`src/rtl/multdiv_unit.sv`:
```
// multdiv_unit: multi-cycle signed multiply (radix-2 shift-add, or radix-4 Booth when MULTDIV_BOOTH4_EN is defined)
// and restoring divide, with overflow/divide-by-zero exception flag.
module multdiv_unit #(
  parameter int WIDTH = 32
) (
  input  logic             clock,
  input  logic             resetn,
  input  logic [WIDTH-1:0] operand_A,
  input  logic [WIDTH-1:0] operand_B,
  input  logic             ctrl_MULT,
  input  logic             ctrl_DIV,
  output logic [WIDTH-1:0] data_result,
  output logic             data_exception,
  output logic             data_resultRDY,
  output logic             busy
);
  localparam int CW = $clog2(WIDTH) + 1;
`ifdef MULTDIV_BOOTH4_EN
  localparam int PW = 2 * WIDTH + 3;
  localparam int MUL_N = WIDTH / 2;
`else
  localparam int PW = 2 * WIDTH;
  localparam int MUL_N = WIDTH;
`endif
  typedef enum logic [1:0] {IDLE, MUL, DIV, DONE} state_t;
  state_t           state_q;
  logic [CW-1:0]    cnt_q;
  logic [WIDTH-1:0] a_q;
  logic [PW-1:0]    p_q;
  logic             neg_q, dz_q, ovf_q;
  logic [WIDTH-1:0] result_q;
  logic             exc_q, rdy_q, busy_q;
  logic [WIDTH-1:0] sh, q;
  logic [WIDTH:0]   dtrial;
  logic [2*WIDTH-1:0] div_d, prod;
  logic [PW-1:0]    mul_d;
  logic             mexc;
  function automatic logic [WIDTH-1:0] mag(input logic [WIDTH-1:0] x);
    return x[WIDTH-1] ? -x : x;
  endfunction
`ifdef MULTDIV_BOOTH4_EN
  logic [WIDTH+1:0] ae, badd, accn;
  logic [2:0]       sel;
  always_comb begin
    sel   = p_q[2:0];
    ae    = {{2{a_q[WIDTH-1]}}, a_q};
    badd  = (sel == 3'b001 || sel == 3'b010) ? ae :
            (sel == 3'b011) ? (ae << 1) :
            (sel == 3'b100) ? -(ae << 1) :
            (sel == 3'b101 || sel == 3'b110) ? -ae : '0;
    accn  = p_q[PW-1:WIDTH+1] + badd;
    mul_d = {{2{accn[WIDTH+1]}}, accn, p_q[WIDTH:2]};
    prod  = p_q[2*WIDTH:1];
  end
`else
  logic [WIDTH:0] sum;
  always_comb begin
    sum   = {1'b0, p_q[2*WIDTH-1:WIDTH]} + {1'b0, p_q[0] ? a_q : {WIDTH{1'b0}}};
    mul_d = {sum, p_q[WIDTH-1:1]};
    prod  = neg_q ? -p_q : p_q;
  end
`endif
  // Remainder stays below the divisor magnitude (<= 2^(WIDTH-1)), so the shifted partial fits WIDTH bits.
  always_comb begin
    sh     = {p_q[2*WIDTH-2:WIDTH], p_q[WIDTH-1]};
    dtrial = {1'b0, sh} - {1'b0, a_q};
    div_d  = dtrial[WIDTH] ? {sh, p_q[WIDTH-2:0], 1'b0} : {dtrial[WIDTH-1:0], p_q[WIDTH-2:0], 1'b1};
    q      = p_q[WIDTH-1:0];
    mexc   = prod[2*WIDTH-1:WIDTH] != {WIDTH{prod[WIDTH-1]}};
  end
  always_ff @(posedge clock) begin
    if (!resetn) begin
      state_q  <= IDLE;
      cnt_q    <= '0;
      a_q      <= '0;
      p_q      <= '0;
      neg_q    <= 1'b0;
      dz_q     <= 1'b0;
      ovf_q    <= 1'b0;
      result_q <= '0;
      exc_q    <= 1'b0;
      rdy_q    <= 1'b0;
      busy_q   <= 1'b0;
    end else if (ctrl_MULT || ctrl_DIV) begin
      state_q <= ctrl_MULT ? MUL : DIV;
      cnt_q   <= '0;
      busy_q  <= 1'b1;
      rdy_q   <= 1'b0;
      exc_q   <= 1'b0;
      neg_q   <= operand_A[WIDTH-1] ^ operand_B[WIDTH-1];
      dz_q    <= operand_B == '0;
      ovf_q   <= operand_A == {1'b1, {(WIDTH-1){1'b0}}} && operand_B == '1;
`ifdef MULTDIV_BOOTH4_EN
      a_q     <= ctrl_MULT ? operand_A : mag(operand_B);
      p_q     <= ctrl_MULT ? PW'({operand_B, 1'b0}) : PW'(mag(operand_A));
`else
      a_q     <= ctrl_MULT ? mag(operand_A) : mag(operand_B);
      p_q     <= ctrl_MULT ? PW'(mag(operand_B)) : PW'(mag(operand_A));
`endif
    end else if (state_q == MUL) begin
      if (cnt_q == CW'(MUL_N)) begin
        result_q <= prod[WIDTH-1:0];
        exc_q    <= mexc;
        rdy_q    <= 1'b1;
        state_q  <= DONE;
      end else begin
        p_q   <= mul_d;
        cnt_q <= cnt_q + 1'b1;
      end
    end else if (state_q == DIV) begin
      if (cnt_q == CW'(WIDTH)) begin
        result_q <= dz_q ? '0 : neg_q ? -q : q;
        exc_q    <= dz_q | ovf_q;
        rdy_q    <= 1'b1;
        state_q  <= DONE;
      end else begin
        p_q   <= PW'(div_d);
        cnt_q <= cnt_q + 1'b1;
      end
    end else if (state_q == DONE) begin
      rdy_q   <= 1'b0;
      exc_q   <= 1'b0;
      busy_q  <= 1'b0;
      state_q <= IDLE;
    end
  end
  assign data_result    = result_q;
  assign data_exception = exc_q;
  assign data_resultRDY = rdy_q;
  assign busy           = busy_q;
endmodule
```
`config.mk`:
```
export PLATFORM = sky130hd
export DESIGN_NAME = multdiv_unit
export DESIGN_NICKNAME = d
export VERILOG_FILES = /design/src/rtl/multdiv_unit.sv
export SDC_FILE = /design/constraint.sdc
export NUM_CORES = 1
export LEC_CHECK = 0
export BUFFER_PORTS_ARGS = -buffer_cell sky130_fd_sc_hd__buf_2
export CORE_ASPECT_RATIO = 1.2
export CORE_MARGIN = 5
export CORE_UTILIZATION = 35
export CTS_CLUSTER_SIZE = 12
export DETAILED_ROUTE_END_ITERATION = 6
export GPL_ROUTABILITY_DRIVEN = 0
export PLACE_DENSITY = 0.56
export SYNTH_ARGS = -nofsm -noshare
export SYNTH_HDL_FRONTEND = slang
export SYNTH_SLANG_ARGS = --single-unit
```
`constraint.sdc`:
```
create_clock -name clock -period 3.8 [get_ports clock]
set_input_delay 0.19 -clock clock [delete_from_list [all_inputs] [get_ports clock]]
set_output_delay 0.19 -clock clock [all_outputs]
set_load 0.02 [all_outputs]
```
## Word-level counts from Yosys, hierarchy flattened

Index checks and enable logic that the tools add are counted.

- Add/sub/neg operators: 7
- $mul: 0
- Div/mod/pow operators: 0
- Order comparisons: 0
- Equal/unequal tests: 12
- Shifts and indexed selects: 0
- Multiplexer cells: 38
- Bitwise gates (word level): 4
- Reduce and logical (&&, ||, !) cells: 13

Operators by type and width:

| operator | count |
|---|---|
| $mux W64 | 7 |
| $mux W32 | 11 |
| $neg A32 Y32 | 3 |
| $eq A32 B32 Y1 const B | 2 |
| $neg A64 Y64 | 1 |
| $add A32 B32 Y33 | 1 |
| $sub A32 B32 Y33 | 1 |
| $logic_not A32 Y1 | 1 |
| $ne A32 B32 Y1 | 1 |
| $mux W6 | 3 |
| $mux W2 | 6 |
| $mux W1 | 11 |
| $reduce_and A3 Y1 | 3 |
| $ne A2 B2 Y1 const B | 4 |
| $add A6 B1 Y6 const B | 1 |
| $eq A6 B6 Y1 const B | 1 |
| $reduce_bool A3 Y1 | 2 |
| $eq A2 B2 Y1 const B | 2 |
| $reduce_bool A2 Y1 | 2 |
| $reduce_bool A4 Y1 | 1 |
| $eq A2 B1 Y1 const B | 1 |
| $ne A2 B1 Y1 const B | 1 |
| $not A1 Y1 | 2 |
| $reduce_and A2 Y1 | 1 |
| other kinds (5) | 5 |

- Bits in registers: 142
- Bits in latches: 0
- RAM bits: 0
- ROM bits: 0
- Output and inout port bits: 35
- Memories kept: 0

## Depth between registers and ports, before layout

Gate-level depths: netlist (run 1).

- Depth in word-level cells: 6
- Mapped depth: 16
- Depth with buffers taken out: 13

## Least setup slack after synthesis (run 1)

No wires, ideal clock.

- Path kind: register -> register
- Start point: register p_q[31]
- End point: register p_q[55]
- Arrival: 3535 ps
- Setup slack: 134 ps
- Stages on the path, launching flop included: 16
- Path buffers: 3
- Period minus slack after synthesis: 3666 ps
- Cell sequence: dfxtp_1 -> clkbuf_1 -> inv_1 -> ha_1 -> fa_1 -> nor2b_1 -> o31a_1 -> o221ai_1 -> a211oi_1 -> o2111ai_1 -> a211oi_1 -> clkbuf_1 -> buf_1 -> nor3_1 -> a221oi_1 -> o21ai_0

- Cells in the longest elaborated chain, start to end: 6

RTL lines:

| element | line | RTL |
|---|---|---|
| start: declaration | 29 | `logic [PW-1:0] p_q;` |
| start signal: assignment | 98 | `p_q <= ctrl_MULT ? PW'(mag(operand_B)) : PW'(mag(operand_A));` |
| start signal: assignment | 107 | `p_q <= mul_d;` |
| start signal: assignment | 117 | `p_q <= PW'(div_d);` |
| $sub A32 B32 Y33 | 66 | `dtrial = {1'b0, sh} - {1'b0, a_q};` |
| $mux W64 | 67 | `div_d = dtrial[WIDTH] ? {sh, p_q[WIDTH-2:0], 1'b0} : {dtrial[WIDTH-1:0], p_q[WIDTH-2:0], 1'b1};` |
| $mux W64 | 111 | `if (cnt_q == CW'(WIDTH)) begin` |
| $mux W64 | 110 | `end else if (state_q == DIV) begin` |
| $mux W64 | 100 | `end else if (state_q == MUL) begin` |
| $mux W64 | 84 | `end else if (ctrl_MULT \|\| ctrl_DIV) begin` |

No other way between the ends. The select of a mux whose other input is x is not followed.
A chain may end at the register's enable or synchronous reset.

## Worst setup path in the final report (run 1)

- Start point: register p_q[31]
- End point: register p_q[42]

Same word-level chain as after synthesis.

==> results of run 1 <==
flip-flops by register name, indices dropped and copies added (netlist names):
register,flops
data_result,32
data_resultRDY,1
ovf_q,1
neg_q,1
data_exception,1
p_q,64
busy,1
cnt_q,6
a_q,32
state_q,2
dz_q,1
per-stage QoR:
step	utilization (%)	total power, W	hold slack, ps	area [um2]	cells
global route	40.5	0.00494	94.8	15700	2511
floorplan	-	0.00251	358	13600	1877
global placement	39.0	0.00301	448	15100	2481
detailed placement	39.0	0.00302	461	15100	2481
CTS	40.5	0.00475	71.3	15700	2511
finish	40.5	0.00476	90.2	15700	2513
per-layer routing:
metal	share of wire, %	vias up	wire [um]	GRT usage [%]
met4	7.6	0	4220	16.5
li1	-	7110	-	-
met1	39	7202	21700	28.6
met5	0	-	0	0
met2	49	608	27000	44.0
met3	4.9	190	2740	2.89
cell usage after synthesis (all sizes together), types with 4 or more instances:
cell	n	area share [%]
a2111oi	20	1.3
a211o	4	0.26
a211oi	45	2.5
a21boi	6	0.33
a21o	38	2.1
a21oi	155	5.7
a22o	5	0.32
a22oi	37	2.0
a31o	5	0.32
a31oi	21	0.96
and2	6	0.28
and3	15	0.69
buf	18	0.67
clkbuf	100	2.8
dfxtp	142	21
ha	74	6.8
inv	67	1.8
mux2i	38	2.8
nand2	133	3.7
nand2b	15	0.69
nand3	34	1.2
nand4	25	1.1
nor2	242	6.7
nor2b	36	1.7
nor3	42	1.5
nor3b	4	0.22
nor4	20	1.2
o2111ai	6	0.39
o211ai	17	0.94
o21a	19	1.0
o21ai	127	4.7
o21bai	5	0.28
o221ai	4	0.26
o22ai	6	0.28
o31a	5	0.32
o31ai	38	2.1
o41ai	32	2.2
or2	8	0.37
or3	32	1.5
or4	20	1.1
xnor2	78	5.0
xor2	84	5.4
critical path, cell delays in order, from the launching register on:
cell and delay, ps:
dfxtp_1 330, inv_1 70, ha_1 210, fa_1 420
nor2b_1 170, o31a_1 190, o221ai_1 230, a211oi_1 260
buf_4 170, o2111ai_1 170, a211oi_4 360, buf_12 260
nor2b_1 70, a311o_1 310, a32o_1 240
worst paths after layout:
path         slack [ps]  depth (start not counted)                    to
max                 230                         14  p_q[42]$_SDFFE_PN0P_
max reg2reg         230                         14  p_q[42]$_SDFFE_PN0P_
min reg2reg         470                          2     busy$_SDFFE_PN0P_
min                  90                          3   a_q[0]$_SDFFE_PN0N_
power breakdown:
part / leakage [nW] / switching (W) / internal (W)
clock network: 0.281 / 0.000725 / 0.00101
registers: 1.16 / 0.0000749 / 0.00156
logic: 5.03 / 0.000888 / 0.000499
total: 6.47 / 0.00169 / 0.00307
cell type report:
cell class	instances	area (um2)
Antenna cell	2	5.00
Clock buffer	21	470
Clock inverter	9	111
Fill cell	4044	23000
Inverter	68	255
Multi-Input combinational cell	1549	10100
Sequential cell	142	2840
Tap cell	526	658
Timing Repair Buffer	196	1240
cell families (layout without fill, tap and decap cells):
logic type | count (synthesis) | after routing | share of synthesized area [%]
AO/OA/AOI/OAI | 624 | 624 | 30.3
XOR/XNOR | 162 | 162 | 10.4
adder cells (fa/ha/maj) | 76 | 76 | 7.09
buffers and inverters | 186 | 294 | 5.30
flip-flops | 142 | 142 | 20.9
multiplexers | 41 | 41 | 3.04
other | 0 | 2 | 0
AND/OR/NAND/NOR | 646 | 646 | 23.0
==> metrics.yaml, run 1 <==
routed_wl_um: 55600
clock_tree.buffer_depth: 2
p_per_area_mw_per_mm2: 304
syn_to_final_growth_pct: 15.0
cts_tree: "yes"
die_area_mm2: 0.0430
finalSetupViolCount: 0
grt-ovfl-total: 0
ys.flop_type: "dfxtp_1"
maxCapViolations: 0
cts_hold_buf: 0
initialDrtViolationCount: 1230
synth-seq-cells: 142
r2r_start: "p_q[31]$_SDFFE_PN0P_"
port_buffers: 102
yosysWarnings: 0
final_cell_mix: "nor2_1, a21oi_1, dfxtp_1"
period_needed_ps: 3570
ctsResizeCount: 0
dr_total_vias: 15100
crit_arrival_ps: 3920
status: "completed"
relSlewSlack_pct: 22.0
finClkSkew_ps: 15.0
die_w_um: 190
clk_pin_slew_ps: 70
nNetsFinal: 2118
synth_nets: 2021
drc: 0
vias_per_cell: 6.01
worst_slew_pin_slew_ps: 1140
postRouteAntennaNets: 0
dr.pass1.iters: 6
hold_viol_final: 0
track_usage_pct: 25.1
layout_commonest_cell: "nor2_1"
endpoint_kind: "flop"
hold_start: "operand_A[0]"
fin_crit_sh_pct: 94.1
cts_inserted_buffers: 17
power_leakage_nw: 6.47
die_h_um: 226
clock_latency_ps: 450
ir_drop_v: 0.000327
crit_start: "p_q[31]$_SDFFE_PN0P_"
synth_edf_count: 0
synthCells: 1877
synth_area_mm2: 0.0136
grt_max_degree: 82
setup_tns_ps: 0
path_class: "reg2reg"
fmax_ghz: 0.280
ios: 103
crit_fanout: 36
hp-class: "in2reg"
synthArstFlopShare_pct: 0
pre_cts_ws_ps: 230
syn_avg_cell_area_um2: 7.26
dp_hpwl_um: 43400
antenna_found_initial: 1
core-area_mm2: 0.0386
yosysSeqAreaShare_pct: 20.9
initial_core_util_pct: 35.3
start_kind: "flop"
rsz0062_at_grt: "false"
grt_pass1_vias: 14400
cts_sinks: 142
synth_cell_types: 79
cts_root_buffer: "clkbuf_16"
post_drt_wl_per_cell_um: 22.1
maxSlewViolCount: 0
cts_max_level: 4
rows: 79
setup_slack_ps: 225
worst-endpoint-required_ps: 4140
post-cts-setup-buffers: 0
grt_first_pass_wirelength_um: 83600
drive_above_1_share_pct: 13.1
(Power assumes the default switching activity.)
==> run 2: changes to the inputs <==
--- a/config.mk
+++ b/config.mk
@@ -8,11 +8,11 @@
 export BUFFER_PORTS_ARGS = -buffer_cell sky130_fd_sc_hd__buf_2
 export CORE_ASPECT_RATIO = 1.2
 export CORE_MARGIN = 5
-export CORE_UTILIZATION = 35
+export CORE_UTILIZATION = 56
 export CTS_CLUSTER_SIZE = 12
 export DETAILED_ROUTE_END_ITERATION = 6
 export GPL_ROUTABILITY_DRIVEN = 0
-export PLACE_DENSITY = 0.56
+export PLACE_DENSITY = 0.81
 export SYNTH_ARGS = -nofsm -noshare
 export SYNTH_HDL_FRONTEND = slang
 export SYNTH_SLANG_ARGS = --single-unit
==> run 2 against run 1 <==
  * The flow now finishes with violations (DRC)
  * First-iteration DRC count increased by 58%
  * Final cell count is 9.1% lower
  * Maximum frequency shrank 0.54%
  * Largest power group unchanged
  * Register-to-register slack lost 20 ps
==> metrics.yaml, run 2 (same netlist as run 1, synthesis figures left out) <==
status: "finished, violations left"
violations: "DRC"
cts_tree: "yes"
path_class: "reg2reg"
finalSetupViolCount: 0
cts_inserted_buffers: 17
endpoint_kind: "flop"
die_area_mm2: 0.0276
initialDrtViolationCount: 1943
grt_max_degree: 91
die_w_um: 152
p_int_w: 0.00294
clkPwrFrac_pct: 37.2
crit_fanout: 30
reg2reg_depth: 14
drc: 1
dr.pass1.iters: 7
largest_reg_flops: 64
worst_slew_pin_slew_ps: 1020
fill_cells: 2065
grt-ovfl-total: 0
rsz0062_at_grt: "false"
route.met3.wl_um: 4800
period_needed_ps: 3590
place_area_mm2: 0.0147
sw_frac_of_total_pct: 38.0
die_h_um: 181
track_usage_pct: 34.9
drive_above_1_share_pct: 12.4
postRouteAntennaNets: 0
grt_pass1_vias: 14800
clk_pin_slew_ps: 70
grt_first_pass_wirelength_um: 78500
final_cell_mix: "nor2_1, a21oi_1, dfxtp_1"
p_sw_w: 0.00180
setup_tns_ps: 0
maxCapViolations: 0
cts_sinks: 142
syn_to_final_growth_pct: 12.3
clock_latency_ps: 450
met1_length_um: 17600
largest_register: "p_q"
seqPwrFrac_pct: 34.9
crit_arrival_ps: 3890
fin_area_mm2: 0.0153
power_frac_comb_pct: 27.9
wl_met2_um: 22200
fmax_ghz: 0.278
cts_root_buffer: "clkbuf_16"
relSlewSlack_pct: 31.4
ir_drop_v: 0.000333
finClkSkew_ps: 10.6
initial_core_util_pct: 56.8
rows: 62
dp_hpwl_um: 37400
layout_commonest_cell: "nor2_1"
hp-class: "in2reg"
clock_tree.buffer_depth: 2
post_drt_wl_per_cell_um: 22.0
dr_total_vias: 15600
vias_per_cell: 6.83
hold_viol_final: 0
antenna_found_initial: 1
maxSlewViolCount: 0
nNetsFinal: 2096
top_layer: "met5"
power_leakage_nw: 6.38
routed_wl_um: 50300
start_kind: "flop"
cts_max_level: 4
whs_path_depth: 3
fin_crit_sh_pct: 94.6
worst-endpoint-required_ps: 4100
ios: 103
port_buffers: 102
p_per_area_mw_per_mm2: 309
diodes: 0
power_w: 0.00473
cts_hold_buf: 0
post-route-util_pct: 63.8
core-area_mm2: 0.0240
==> run 2: routing by layer <==
| layer | up-vias | track usage (%) |
|---|---|---|
| li1 | 7095 | - |
| met1 | 7080 | 39.7 |
| met2 | 1082 | 56.0 |
| met3 | 357 | 5.86 |
| met4 | 2 | 31.4 |
| met5 | - | 0 |
==> run 2: power by group through the flow <==
| stage | clock, W | combinational [W] | sequential (W) |
|---|---|---|---|
| after floorplan | 0 | 0.000873 | 0.00164 |
| after global placement | 0 | 0.00124 | 0.00168 |
| after detailed placement | 0 | 0.00127 | 0.00168 |
| after CTS | 0.00175 | 0.00127 | 0.00165 |
| after global routing | 0.00183 | 0.00142 | 0.00166 |
| final | 0.00176 | 0.00132 | 0.00165 |
==> run 2: repair_timing <==
action	4_1_cts	5_1_grt
endpoints found under the hold margin	0	0
buffers inserted	0	0
endpoints found under the setup margin	0	1
resized for setup	0	3
==> run 2: cell type report <==
cell class	count	area [um2]	area share, %
multi-input combinational	1549	10100	66.0
sequential	142	2840	18.6
timing repair buffer	174	1090	7.11
clock buffer	17	425	2.78
tap	320	400	2.62
inverter	68	255	1.67
clock inverter	15	188	1.23
==> run 2: per-stage QoR <==
step | hold WS [ps] | setup WS, ps | instances
2_1_floorplan | 358 | 134 | 1877
3_3_place_gp | 441 | 310 | 2253
3_5_place_dp | 452 | 138 | 2253
4_1_cts | 92.1 | 116 | 2285
5_1_grt | 129 | 24.2 | 2285
6_report | 101 | 206 | 2285
==> run 2: worst paths after layout <==
check | startpoint | endpoint | slack, ps
setup / recovery | p_q[0]$_SDFFE_PN0P_ | p_q[60]$_SDFFE_PN0P_ | 210
hold reg to reg | busy$_SDFFE_PN0P_ | busy$_SDFFE_PN0P_ | 460
hold / removal | operand_A[0] | a_q[0]$_SDFFE_PN0N_ | 100
setup reg to reg | p_q[0]$_SDFFE_PN0P_ | p_q[60]$_SDFFE_PN0P_ | 210
==> run 2: critical path, cell delays in order, from the launching register on <==
cell and delay [ps]:
dfxtp_1 470, inv_1 130, buf_12 190, nor2_1 140
ha_1 300, a21oi_1 240, o21ai_0 200, a31o_2 290
a211oi_1 470, o41ai_1 120, buf_4 170, a221oi_1 320
xnor2_1 120, a32oi_1 170, o22ai_1 100
==> run 3: changes to the inputs <==
--- a/config.mk
+++ b/config.mk
@@ -8,11 +8,11 @@
 export BUFFER_PORTS_ARGS = -buffer_cell sky130_fd_sc_hd__buf_2
 export CORE_ASPECT_RATIO = 1.2
 export CORE_MARGIN = 5
-export CORE_UTILIZATION = 56
+export CORE_UTILIZATION = 60
 export CTS_CLUSTER_SIZE = 12
 export DETAILED_ROUTE_END_ITERATION = 6
 export GPL_ROUTABILITY_DRIVEN = 0
-export PLACE_DENSITY = 0.81
+export PLACE_DENSITY = 0.83
 export SYNTH_ARGS = -nofsm -noshare
 export SYNTH_HDL_FRONTEND = slang
 export SYNTH_SLANG_ARGS = --single-unit
==> constraint.sdc (replaced) <==
create_clock -name clock -period 3.6 [get_ports clock]
set_input_delay 0.18 -clock clock [delete_from_list [all_inputs] [get_ports clock]]
set_output_delay 0.18 -clock clock [all_outputs]
set_load 0.02 [all_outputs]
==> run 3 against run 2 <==
  * The run still ends with DRC left
  * Final cell count decreased by 1.0%
  * Total power increased by 7.8%
  * Flip-flop and latch count unchanged
  * Design area increased by 0.68%
  * Worst setup slack got worse by 130 ps
  * Sequential share of layout area decreased by 0.13 points
  * Largest power group unchanged
  * Hold slack got worse by 15 ps
  * Clock-buffer cell count unchanged
  * Via count increased by 2.3%
  * Critical path depth decreased by 4
  * Largest cell class unchanged
  * Highest routed layer unchanged
  * Clock power increased by 8%
==> metrics.yaml, run 3 (same netlist as run 1, synthesis figures left out) <==
status: "finished, violations left"
violations: "DRC"
port_buffers: 102
rows: 60
fin_crit_sh_pct: 98.0
die_w_um: 148
r2r_start: "p_q[0]$_SDFFE_PN0P_"
largest_register: "p_q"
clkPwrFrac_pct: 37.2
p_per_area_mw_per_mm2: 331
p_int_w: 0.00324
hold_viol_final: 0
path_class: "reg2reg"
post-route-util_pct: 68.9
worst-endpoint-required_ps: 3940
dr.pass1.iters: 7
final_cells: 2262
cts_hold_buf: 0
clock_tree.buffer_depth: 2
sw_frac_of_total_pct: 36.6
use_met1_pct: 46.5
seqPwrFrac_pct: 34.1
crit_fanout: 12
clock_latency_ps: 450
layout_commonest_cell: "nor2_1"
final_cell_mix: "nor2_1, a21oi_1, dfxtp_1"
busiest_layer: "met2"
relSlewSlack_pct: 17.0
whs_path_depth: 3
syn_to_final_growth_pct: 13.0
path_delay_family: "simple AND/OR/NAND/NOR gates"
crit_start: "p_q[0]$_SDFFE_PN0P_"
p_sw_w: 0.00187
setup_slack_ps: 70.9
period_needed_ps: 3530
antenna_found_initial: 1
power_frac_comb_pct: 28.7
dr_total_vias: 16000
die_h_um: 175
largest_reg_flops: 64
dp_hpwl_um: 38100
pre_cts_ws_ps: 146
worst_slew_pin_slew_ps: 1240
core-area_mm2: 0.0224
cts_inserted_buffers: 17
place_area_mm2: 0.0147
reg2reg_depth: 10
start_kind: "flop"
cts_root_buffer: "clkbuf_16"
maxCapViolations: 0
rsz0062_at_grt: "false"
clk_pin_slew_ps: 70
grt_first_pass_wirelength_um: 81400
grt_pass1_vias: 14900
finalSetupViolCount: 0
ir_drop_v: 0.000347
ios: 103
cts_tree: "yes"
endpoint_kind: "flop"
vias_per_cell: 7.06
drive_above_1_share_pct: 13.5
grt_max_degree: 70
grtUsageMet3_pct: 8.90
nNetsFinal: 2114
drc: 5
slowest_stage: "or4_4"
cts_sinks: 142
slowest_delay_ps: 610
maxSlewViolCount: 0
track_usage_pct: 39.6
fmax_ghz: 0.283
postRouteAntennaNets: 0
met2_usage_pct: 62.4
crit_arrival_ps: 3860
hold_start: "operand_A[0]"
initial_core_util_pct: 60.9
path_cells: "or4_4 > nand3b_4 > or3_1 > buf_4 > o41ai_2 > xnor2_1 > nor4_1 > a31oi_1 > a2111o_1 > o31a_1"
setup_tns_ps: 0
hp-class: "in2reg"
cp_num_buf_inv: 1
die_area_mm2: 0.0258
power_leakage_nw: 6.48
crit_cells: 10
dp_cells: 2229
routed_wl_um: 52900
finClkSkew_ps: 15.5
grt-ovfl-total: 0
initialDrtViolationCount: 2419
diodes: 0
fin_area_mm2: 0.0154
post_drt_wl_per_cell_um: 23.4
cts_max_level: 4
==> run 3: what timing repair did <==
action | 4_1_cts | 5_1_grt
hold endpoints to repair | 0 | 0
endpoints found under the setup margin | 0 | 6
buffers inserted | 0 | 1
gates resized for setup | 0 | 13
==> run 3: stage by stage <==
step	power, W	hold WS [ps]
5_1_grt	0.00526	77.0
4_1_cts	0.00499	79.6
3_3_place_gp	0.00310	443
3_5_place_dp	0.00313	453
2_1_floorplan	0.00265	348
6_report	0.00511	85.8
==> run 3: final timing paths <==
| check | slack (ps) | endpoint |
|---|---|---|
| setup / recovery | 70 | data_exception$_SDFFE_PP0P_ |
| hold / removal | 90 | a_q[0]$_SDFFE_PN0N_ |
| setup reg to reg | 70 | data_exception$_SDFFE_PP0P_ |
| hold reg to reg | 460 | busy$_SDFFE_PN0P_ |
==> run 3: per-layer routing <==
metal	wire length, um	vias up	share of wire (%)
met5	9	-	0.017
met4	5310	2	10
met3	6510	378	12
met2	23100	1321	44
met1	17900	7155	34
li1	-	7116	-
==> run 3: final cells by class <==
| type | count | area [um2] |
|---|---|---|
| Timing Repair Buffer | 192 | 1210 |
| Clock inverter | 15 | 190 |
| Tap cell | 279 | 349 |
| Sequential cell | 142 | 2840 |
| Fill cell | 1785 | 6970 |
| Clock buffer | 17 | 425 |
| Inverter | 68 | 255 |
| Multi-Input combinational cell | 1549 | 10100 |
==> run 3: worst min-delay path, cell delays in order <==
cell and delay (ps):
buf_2 120, inv_1 90, a211oi_1 80
==> run 3: power groups by stage <==
stage,Sequential (W),Combinational (W),Clock [W]
2_1_floorplan,0.00173,0.000922,0
3_3_place_gp,0.00176,0.00134,0
3_5_place_dp,0.00176,0.00137,0
4_1_cts,0.00173,0.00139,0.00188
5_1_grt,0.00174,0.00156,0.00196
6_report,0.00174,0.00147,0.00190
